### src/rtl/demux_pkg.sv
// Shared constants and slot-state type for the 1:4 stream demultiplexer.
// Channel count, select width, counter width and the per-channel slot enum.
package demux_pkg;

   localparam int NUM_OUT = 4;
   localparam int SEL_W   = 2;
   localparam int CNT_W   = 16;

   typedef enum logic {
      SLOT_EMPTY,
      SLOT_FULL
   } slot_state_t;

endpackage

### src/rtl/demux_out_slot.sv
// One-entry output register with load/drain for one demux channel.
// Ports: clk, rst (sync, active-high), load + load_data in, ready in,
//        valid + data out. Load in the drain cycle keeps the slot FULL.
module demux_out_slot
   import demux_pkg::*;
#(
   parameter int DATA_W = 8
) (
   input  logic              clk,
   input  logic              rst,
   input  logic              load,
   input  logic [DATA_W-1:0] load_data,
   input  logic              ready,
   output logic              valid,
   output logic [DATA_W-1:0] data
);

   slot_state_t       state_q;
   slot_state_t       state_d;
   logic [DATA_W-1:0] data_d;

   always_ff @(posedge clk) begin
      if (rst) begin
         state_q <= SLOT_EMPTY;
         data    <= '0;
      end else begin
         state_q <= state_d;
         data    <= data_d;
      end
   end

   always_comb begin
      state_d = state_q;
      data_d  = data;
      unique case (state_q)
         SLOT_EMPTY: begin
            if (load) state_d = SLOT_FULL;
         end
         SLOT_FULL: begin
            if (!load && ready) state_d = SLOT_EMPTY;
         end
      endcase
      if (load) data_d = load_data;
   end

   assign valid = (state_q == SLOT_FULL);

endmodule

### src/rtl/demux_1_4_stream.sv
// 1:4 valid/ready demux: each beat goes to in_sel or the round-robin pointer.
// Ports: clk, rst, in_data/in_valid/in_sel/auto_mode/in_ready, y_data/
//        y_valid/y_ready per channel, rr_ptr. Optional beat_cnt port when
//        DEMUX_1_4_STREAM_CNT_EN is defined (16-bit drain count per channel).
module demux_1_4_stream
   import demux_pkg::*;
#(
   parameter int DATA_W = 8
) (
   input  logic                      clk,
   input  logic                      rst,
   input  logic [DATA_W-1:0]         in_data,
   input  logic                      in_valid,
   input  logic [SEL_W-1:0]          in_sel,
   input  logic                      auto_mode,
   output logic                      in_ready,
   output logic [NUM_OUT*DATA_W-1:0] y_data,
   output logic [NUM_OUT-1:0]        y_valid,
   input  logic [NUM_OUT-1:0]        y_ready,
`ifdef DEMUX_1_4_STREAM_CNT_EN
   output logic [NUM_OUT*CNT_W-1:0]  beat_cnt,
`endif
   output logic [SEL_W-1:0]          rr_ptr
);

   logic [SEL_W-1:0]   dst;
   logic               accept;
   logic [NUM_OUT-1:0] load;

   assign dst = auto_mode ? rr_ptr : in_sel;

   // Depends only on the target slot, never on in_valid.
   assign in_ready = ~y_valid[dst] | y_ready[dst];
   assign accept   = in_valid & in_ready;

   always_comb begin
      load = '0;
      for (int k = 0; k < NUM_OUT; k++) begin
         load[k] = accept && (dst == SEL_W'(k));
      end
   end

   // Strict order: a blocked channel stalls the pointer, never skipped.
   always_ff @(posedge clk) begin
      if (rst) begin
         rr_ptr <= '0;
      end else if (accept && auto_mode) begin
         rr_ptr <= rr_ptr + SEL_W'(1);
      end
   end

   for (genvar k = 0; k < NUM_OUT; k++) begin : g_slot
      demux_out_slot #(
         .DATA_W(DATA_W)
      ) u_slot (
         .clk      (clk),
         .rst      (rst),
         .load     (load[k]),
         .load_data(in_data),
         .ready    (y_ready[k]),
         .valid    (y_valid[k]),
         .data     (y_data[k*DATA_W +: DATA_W])
      );
   end

`ifdef DEMUX_1_4_STREAM_CNT_EN
   always_ff @(posedge clk) begin
      if (rst) begin
         beat_cnt <= '0;
      end else begin
         for (int k = 0; k < NUM_OUT; k++) begin
            if (y_valid[k] && y_ready[k]) begin
               beat_cnt[k*CNT_W +: CNT_W] <=
                  beat_cnt[k*CNT_W +: CNT_W] + CNT_W'(1);
            end
         end
      end
   end
`endif

endmodule
### config.mk
export PLATFORM = sky130hd
export DESIGN_NAME = demux_1_4_stream
export DESIGN_NICKNAME = d
export VERILOG_FILES = /design/src/rtl/demux_pkg.sv /design/src/rtl/demux_out_slot.sv /design/src/rtl/demux_1_4_stream.sv
export SDC_FILE = /design/constraint.sdc
export NUM_CORES = 1
export LEC_CHECK = 0
export ABC_AREA = 1
export CORE_MARGIN = 2
export CORE_UTILIZATION = 51
export DETAILED_ROUTE_END_ITERATION = 12
export HOLD_SLACK_MARGIN = 0.15
export PLACE_DENSITY = 0.89
export SYNTH_ARGS = -nofsm -noshare
export SYNTH_HDL_FRONTEND = slang
export SYNTH_SLANG_ARGS = --single-unit
### constraint.sdc
create_clock -name clk -period 4.09 [get_ports clk]
set_clock_uncertainty 0.1 [all_clocks]
set_input_delay 1.227 -clock clk [delete_from_list [all_inputs] [get_ports clk]]
set_output_delay 1.227 -clock clk [all_outputs]
set_load 0.02 [all_outputs]
**Word-level counts from Yosys, hierarchy flattened**

Cells that the tools add are included.

- Memory bits (read-only): 0
- Bits in latches: 0
- Memories kept: 0
- Flip-flop bits (word level): 38
- Word-level logic and storage cells: 52
- RAM bits: 0
- Bits of input ports: 18

- Div/mod/pow operators: 0
- Shifts and indexed selects: 0
- Eq/ne operators: 3
- Bitwise gates (word level): 7
- Add/sub/neg operators: 1
- Multiply operators: 0
- Reductions and logical operators: 14
- $lt $le $gt $ge: 1
- Muxes and demuxes: 17

Operator list:

| operator | number |
|---|---|
| 2-to-1 mux 1 bit | 10 |
| logical AND 1 bit | 9 |
| case mux 1 bit (2 select lines) | 4 |
| NOT 1 bit | 5 |
| binary-select mux 1 bit (select 2 bit) | 2 |
| == test 2 bit, second input constant | 2 |
| logical NOT 1 bit | 4 |
| less-than comparator 2 x 3 -> 1 bit, second input constant | 1 |
| adder 2 x 1 -> 2 bit, second input constant | 1 |
| == test 2 x 1 -> 1 bit, second input constant | 1 |
| logical NOT 2 bit | 1 |
| 2-to-1 mux 2 bit | 1 |
| AND 1 bit | 1 |
| bitwise OR 1 bit | 1 |

**Longest topological paths before layout**

Gate-level depths: netlist of run 1.

- Depth after elaboration: 11
- Mapped depth: 14
- Mapped depth without buffers: 13

**Cells and area by module**

From an unflattened synthesis of run 1, not the netlist that was laid out.

- Cells, all modules: 204
- Area, all modules: 1496.4 µm²

Modules (own cells, without submodules):

| module | instances | seq. area each (µm²) | cells each | area an instance (µm²) |
|---|---|---|---|---|
| demux_out_slot | 4 | 180.2 | 38 | 304.0 |
| demux_1_4_stream | 1 | 40.0 | 52 | 280.3 |

**Worst setup path after synthesis of run 1**

No wires, ideal clock.

- Kind: input -> output
- From: in in_sel[1]
- To: out in_ready
- Arrival time: 1.971 ns
- Path slack: 0.792 ns
- Required time: 2.763 ns
- Stages on the path: 7
- Path buffers: 1
- Cells stage by stage: inv_1 o21ai_2 inv_2 nand2_1 nand2_2 nand2_4 buf_2

- Word-level cells in the longest chain between the ends: 5
- Elaborated cells between the ends (all ways): 7
- Those cells by class: 5 x mux; 2 x bitwise

Ends and longest elaborated chain:

| what | line | source |
|---|---|---|
| start, declared | demux_1_4_stream.sv:14 | `input logic [SEL_W-1:0] in_sel,` |
| 2-to-1 mux 2 bit (*) | demux_1_4_stream.sv:30 | `assign dst = auto_mode ? rr_ptr : in_sel;` |
| binary-select mux 1 bit (select 2 bit) | demux_1_4_stream.sv:33 | `assign in_ready = ~y_valid[dst] \| y_ready[dst];` |
| 2-to-1 mux 1 bit (implied by the code) | demux_1_4_stream.sv:33 |  |
| NOT 1 bit | demux_1_4_stream.sv:33 |  |
| bitwise OR 1 bit (*) | demux_1_4_stream.sv:33 |  |
| end, declared | demux_1_4_stream.sv:16 | `output logic in_ready,` |

Every way passes the cells marked *; elsewhere a longest branch is shown, timed or not. The select of a mux whose other input is x is not followed.

**Worst setup path in the final report of run 1**

- From: in in_sel[0]
- To: out in_ready

The elaborated chain is that of the path after synthesis.

==> metrics.md, run 1 <==
| Metric | Value |
|---|---|
| Placed wire-length estimate | `3.365 mm` |
| Top Ports | `57` |
| Setup Viol. Count Final | `0` |
| Remaining global-route overflow | `0` |
| Reg-to-reg startpoint | `rr_ptr[0]` |
| Pwr/cell area | `322.4 mW/mm^2` |
| Worst-Skew Late Latency | `0.29 ns` |
| Die X | `67.08 um` |
| Sequential element share of the synthesized area | `37.48%` |
| Via/cell ratio | `4.789` |
| DR vias | `2002` |
| IO buf count | `56` |
| Total GRT Usage | `22.71%` |
| CP Launch Point | `in_sel[0]` |
| Routed Antenna Nets | `0` |
| Ys flop type | `dfxtp_1` |
| CTS Buffer Depth | `2` |
| Critical path endpoint | `in_ready` |
| Ant. Diodes | `0` |
| Relative slew slack | `69.99%` |
| Worst Path Class, Setup | `input port to primary output` |
| Max H-tree Level | `2` |
| Min-delay src | `g_slot[2].u_slot.valid` |
| Final hold vios | `0` |
| Top cells by area in the synthesized netlist | `dfxtp_1 37%, nand2_1 16%, inv_1 15%` |
| Final WS setup | `0.2088 ns` |
| Warnings, synthesis | `0` |
| Area Growth Syn to Fin | `32.12%` |
| Remaining DRCs | `0` |
| R2R Path End | `g_slot[3].u_slot.data[5]` |
| Fin. max-slew vios | `0` |
| Synth Area per Inst | `6.422 sq um` |
| Crit. End Element | `primary output` |
| #FFs+latches synth | `38` |
| Startpoint type of the worst setup path | `input port` |
| Fin util | `71.62%` |
| Status | `complete, no violations` |
| PnR Total Power | `0.8644 mW` |
| Post-Syn Area | `0.002029 sq mm` |
| Final worst path period need | `3.881 ns` |
| Fraction of synthesized cell area taken by the top area cell type | `37.48%` |
| Leakage power | `1.314 nW` |
| Chip Height | `67.08 um` |
| Achievable Freq | `257.7 MHz` |
| Largest area contributor in the netlist | `dfxtp_1` |
| Hold buffers post-CTS | `0` |
| Layout Nets | `388` |
| Placed Cells | `411` |
| Commonest cells post-synth | `87 x nand2_1, 81 x inv_1, 38 x dfxtp_1` |
| Routability congestion estimate | `0.8411` |
| Die ar. | `0.004500 sq mm` |
| Post-synth cell types | `18` |
| Period utilisation layout | `94.90%` |
| RSZ-0062 raised after global routing | `no` |
| CTS tree | `built` |
| CP Max Fanout | `5` |
| Core area | `0.003744 sq mm` |
| Synth Net Count | `334` |
| R2R cell count | `13` |
| Pin count of the biggest net entering global routing | `40` |
| Clock-pin slew on the worst setup and hold paths | `0.07 ns` |
| DR iter-0 viols | `146` |
| Layout cells sized above 1 | `7.027%` |
| Ys async rst share | `0%` |
| CTS sink count | `38` |
| Reg-to-reg setup timing slack | `2.14 ns` |
| Drt wl/cell | `11.26 um` |
| First-pass GRT wire length | `7.672 mm` |
| Vias in the first global route | `1853` |
| Setup bufs post-CTS | `0` |
| Worst-Margin Slew | `0.4496 ns` |
| Post-CTS sizing | `2` |
| First-pass iteration count of the detailed router | `5` |
| Top-count cell post-synth | `nand2_1` |
| Final hold slack | `0.3909 ns` |
| Number of buffers created by CTS | `5` |
| VDD IR max | `0.2544 mV` |
| Starting Density | `54.21%` |
| CTS root buf | `clkbuf_8` |
| Placement Setup Slack | `-0.2341 ns` |
| Fillers | `349` |
| Worst min path class | `register to register` |
| CP arrival | `2.55 ns` |
| Max cap viols | `0` |
| Drt total wl | `4.707 mm` |
| Post-route insts no fill | `418` |
| CP required | `2.76 ns` |
| Mapped Cells | `316` |
| Initial antenna violation count | `0` |
| Number of synthesized flops with an enable pin | `0` |
| Num rows | `22` |
-- critical path, cell delays in order --
cell	delay (ns)
clkdlybuf4s50_1	0.50
nand2_4	0.08
nand2_4	0.08
nand2_1	0.06
nand2_1	0.07
nand2_1	0.06
nand2_1	0.07
inv_2	0.04
nand2_4	0.04
dlygate4sd2_1	0.32
-- per-stage QoR --
stage | instance area [sq um] | TNS [ns]
4_1_cts | 2681 | 0
6_report | 2681 | 0
3_5_place_dp | 2608 | -0.2341
5_1_grt | 2681 | 0
3_3_place_gp | 2608 | -0.1687
2_1_floorplan | 2029 | 0
-- registers in the layout (all words and copies together), names as in the netlist --
register             flops
g_slot.u_slot.data      32
g_slot.u_slot.valid      4
rr_ptr                   2
-- cell usage in the layout (no fill, tap or decap), types with 4 or more instances in the layout --
| cell | count |
|---|---|
| clkdlybuf4s50_1 | 54 |
| buf_4 | 6 |
| nor2_1 | 33 |
| inv_1 | 81 |
| nand2_4 | 4 |
| a21oi_1 | 5 |
| clkbuf_8 | 5 |
| dfxtp_1 | 38 |
| nand3_4 | 4 |
| nand3_1 | 6 |
| nand4_1 | 33 |
| nand2_1 | 87 |
-- cell type report --
type	instances	area (sq um)	share of cell area (%)
multi-input combinational	176	854.6	31.87
sequential	38	760.7	28.37
timing repair buffer	62	603.1	22.49
inverter	87	326.6	12.18
clock buffer	7	76.32	2.846
tap	48	60.06	2.240
-- worst min path at each step --
stage,to,slack (ns),depth (start not counted)
after floorplan,g_slot[1].u_slot.valid,0.35,2
after global placement,g_slot[2].u_slot.valid,0.38,2
after detailed placement,g_slot[2].u_slot.valid,0.38,2
after CTS,g_slot[2].u_slot.valid,0.39,2
after global routing,g_slot[2].u_slot.valid,0.41,2
final,g_slot[2].u_slot.valid,0.39,2
-- report_power, final --
group	internal [mW]	switching, mW	total (mW)
combinational	0.0928	0.127	0.220
clock	0.117	0.121	0.239
sequential	0.393	0.0128	0.406
-- metal layers --
| metal | track usage [%] | vias to the layer above | share of wire (%) |
|---|---|---|---|
| li1 | - | 1043 | - |
| met4 | 8.929 | 0 | 1.7 |
| met3 | 6.757 | 8 | 8.0 |
| met1 | 27.01 | 864 | 42 |
| met5 | 0 | - | 0 |
| met2 | 38.00 | 87 | 48 |
-- kinds of logic (layout without fill, tap and decap cells) --
family / after synthesis / after routing / synth area share, %
buf+inv: 102 / 156 / 20.41
flops: 38 / 38 / 37.48
simple gates: 170 / 170 / 40.44
compound gates: 6 / 6 / 1.664
Power figures use the tool's default switching activity.
==> inputs of run 2 (changes only) <==
Settings changed: CTS_CLUSTER_SIZE from default to 40.
==> results of run 2 <==
The final DEF is identical to that of run 1; final timing and power are the same.
==> inputs of run 3 (changes only) <==
Settings changed: PLACE_DENSITY 0.89 to 0.91.
==> metrics.md, run 3 (synthesis results as in run 1) <==
| Metric | Value |
|---|---|
| Num rows | `22 (unchanged)` |
| Max cap viols | `0 (unchanged)` |
| Top Ports | `57 (unchanged)` |
| Setup Viol. Count Final | `0 (unchanged)` |
| Hold buffers post-CTS | `0 (unchanged)` |
| Largest register by flop count | `g_slot.u_slot.data` |
| Leakage power | `1.324 nW (+0.75%)` |
| First-pass iteration count of the detailed router | `4 (-1)` |
| Remaining DRCs | `0 (unchanged)` |
| Status | `complete, no violations` |
| Drt wl/cell | `11.37 um (+0.93%)` |
| PnR Total Power | `0.8936 mW (+3.4%)` |
| DP Area | `0.002608 sq mm (unchanged)` |
| Routability congestion estimate | `0.8352 (-0.70%)` |
| Worst Path Class, Setup | `input port to primary output` |
| Number of buffers created by CTS | `5 (unchanged)` |
| Most frequent cells in the layout | `87 x nand2_1, 81 x inv_1, 54 x clkdlybuf4s50_1, 38 x dfxtp_1` |
| Worst path bufs/invs | `3 (unchanged)` |
| Final hold vios | `0 (unchanged)` |
| CTS root buf | `clkbuf_8` |
| Drt total wl | `4.762 mm (+1.2%)` |
| Placed wire-length estimate | `3.407 mm (+1.2%)` |
| IO buf count | `56 (unchanged)` |
| Remaining global-route overflow | `0 (unchanged)` |
| Starting Density | `54.21% (unchanged)` |
| Startpoint type of the worst setup path | `input port` |
| DR iter-0 viols | `125 (-14%)` |
| CP peak stage delay | `0.51 ns (about the same)` |
| Total GRT Usage | `22.94% (+0.23 points)` |
| Routed Antenna Nets | `0 (unchanged)` |
| DR vias | `1998 (-0.20%)` |
| Max FFs per register | `32 (unchanged)` |
| CP delay by family, top | `buffers and inverters` |
| Fin Setup TNS | `0 ns (unchanged)` |
| Pwr/cell area | `331.4 mW/mm^2 (+2.8%)` |
| First-pass GRT wire length | `7.652 mm (-0.26%)` |
| Placement Setup Slack | `-0.2250 ns (+0.009126 ns)` |
| CTS tree | `built` |
| Via/cell ratio | `4.768 (-0.44%)` |
| Final WS setup | `0.2192 ns (+0.01047 ns)` |
| Ant. Diodes | `0 (unchanged)` |
| Most Frequent Cell on Critical Path | `nand2_1` |
| Pin count of the biggest net entering global routing | `40 (unchanged)` |
| Fillers | `321 (-8.0%)` |
| CTS Buffer Depth | `2 (unchanged)` |
| Post-CTS sizing | `2 (unchanged)` |
| Critical Path Slowest Stage Cell | `clkdlybuf4s50_1` |
| CP required | `2.76 ns (about the same)` |
| Fin. max-slew vios | `0 (unchanged)` |
| Crit. End Element | `primary output` |
| Worst min path class | `register to register` |
| Die ar. | `0.004500 sq mm (unchanged)` |
| Vias in the first global route | `1783 (-3.8%)` |
| Worst-Margin Slew | `0.4357 ns (-0.01393 ns)` |
| VDD IR max | `0.2365 mV (-7.1%)` |
| Clock-pin slew on the worst setup and hold paths | `0.07 ns (about the same)` |
| Worst-Skew Late Latency | `0.29 ns (about the same)` |
| Initial antenna violation count | `0 (unchanged)` |
| CTS sink count | `38 (unchanged)` |
| Layout cells sized above 1 | `7.547% (+0.52 points)` |
| Final worst path period need | `3.871 ns (-0.01048 ns)` |
| CP Max Fanout | `5 (unchanged)` |
| Fin area | `0.002696 sq mm (+0.56%)` |
| Max H-tree Level | `2 (unchanged)` |
| Layout Nets | `388 (unchanged)` |
| Relative slew slack | `70.95% (+0.96 points)` |
| Core area | `0.003744 sq mm (unchanged)` |
| CP Cell Sequence | `clkdlybuf4s50_1 -> nand2_4 -> nand2_4 -> nand2_1 -> nand2_1 -> nand2_1 -> nand2_1 -> inv_2 -> nand2_4 -> dlygate4sd2_1` |
| Die X | `67.08 um (unchanged)` |
| Chip Height | `67.08 um (unchanged)` |
| CP arrival | `2.54 ns (about the same)` |
| Achievable Freq | `258.3 MHz (+0.27%)` |
| RSZ-0062 raised after global routing | `no` |
| Period utilisation layout | `94.64% (-0.26 points)` |
| Setup bufs post-CTS | `0 (unchanged)` |
| Area Growth Syn to Fin | `32.86%` |
| Most common cell after layout, fill and taps aside | `nand2_1` |
-- run 3: changes by cell type in the layout (fill, tap and decap cells not counted) --
| cell | before | now |
|---|---|---|
| clkinv_2 | 0 | 1 |
| clkbuf_8 | 5 | 6 |
| clkbuf_1 | 2 | 1 |
-- run 3: final timing paths --
path	cells past startpoint	endpoint	slack, ns	start
worst max-delay path	10	in_ready	0.22	in_sel[0]
worst min-delay path	2	g_slot[2].u_slot.valid	0.38	g_slot[2].u_slot.valid
worst max register to register	13	g_slot[0].u_slot.data[6]	2.15	rr_ptr[0]
worst min register to register	2	g_slot[2].u_slot.valid	0.38	g_slot[2].u_slot.valid
-- run 3: where the power goes --
part | leakage, nW | switching (mW) | internal, mW
Sequential | 0.310 | 0.0131 | 0.393
Clock | 0.0482 | 0.132 | 0.136
Combinational | 0.965 | 0.127 | 0.0927
-- run 3: layout make-up --
cell class | instances | area [sq um] | area share [%]
clock inverters | 1 | 5.005 | 0.1856
flip-flops and latches | 38 | 760.7 | 28.21
multi-input cells | 176 | 854.6 | 31.69
clock buffers | 7 | 86.33 | 3.202
repair buffers | 62 | 603.1 | 22.37
inverters | 87 | 326.6 | 12.11
well taps | 48 | 60.06 | 2.227
-- run 3: worst min-delay path, stage by stage (launching register included) --
cell	delay, ns
dfxtp_1	0.32
nand2_1	0.06
a21oi_1	0.05
-- run 3: metal layers --
layer	track usage, %	vias to the layer above	share of wire (%)
met2	37.62	68	48
met1	27.16	871	43
met5	0	-	0
met4	12.24	0	2.7
li1	-	1045	-
met3	5.912	14	6.3
-- run 3: per-stage QoR --
| step | hold WS, ns | utilization (%) | instances |
|---|---|---|---|
| 2_1_floorplan | 0.3506 | - | 316 |
| 3_3_place_gp | 0.3773 | 69.65 | 411 |
| 3_5_place_dp | 0.3742 | 69.65 | 411 |
| 4_1_cts | 0.3841 | 72.03 | 419 |
| 5_1_grt | 0.4120 | 72.03 | 419 |
| 6_report | 0.3844 | 72.03 | 419 |
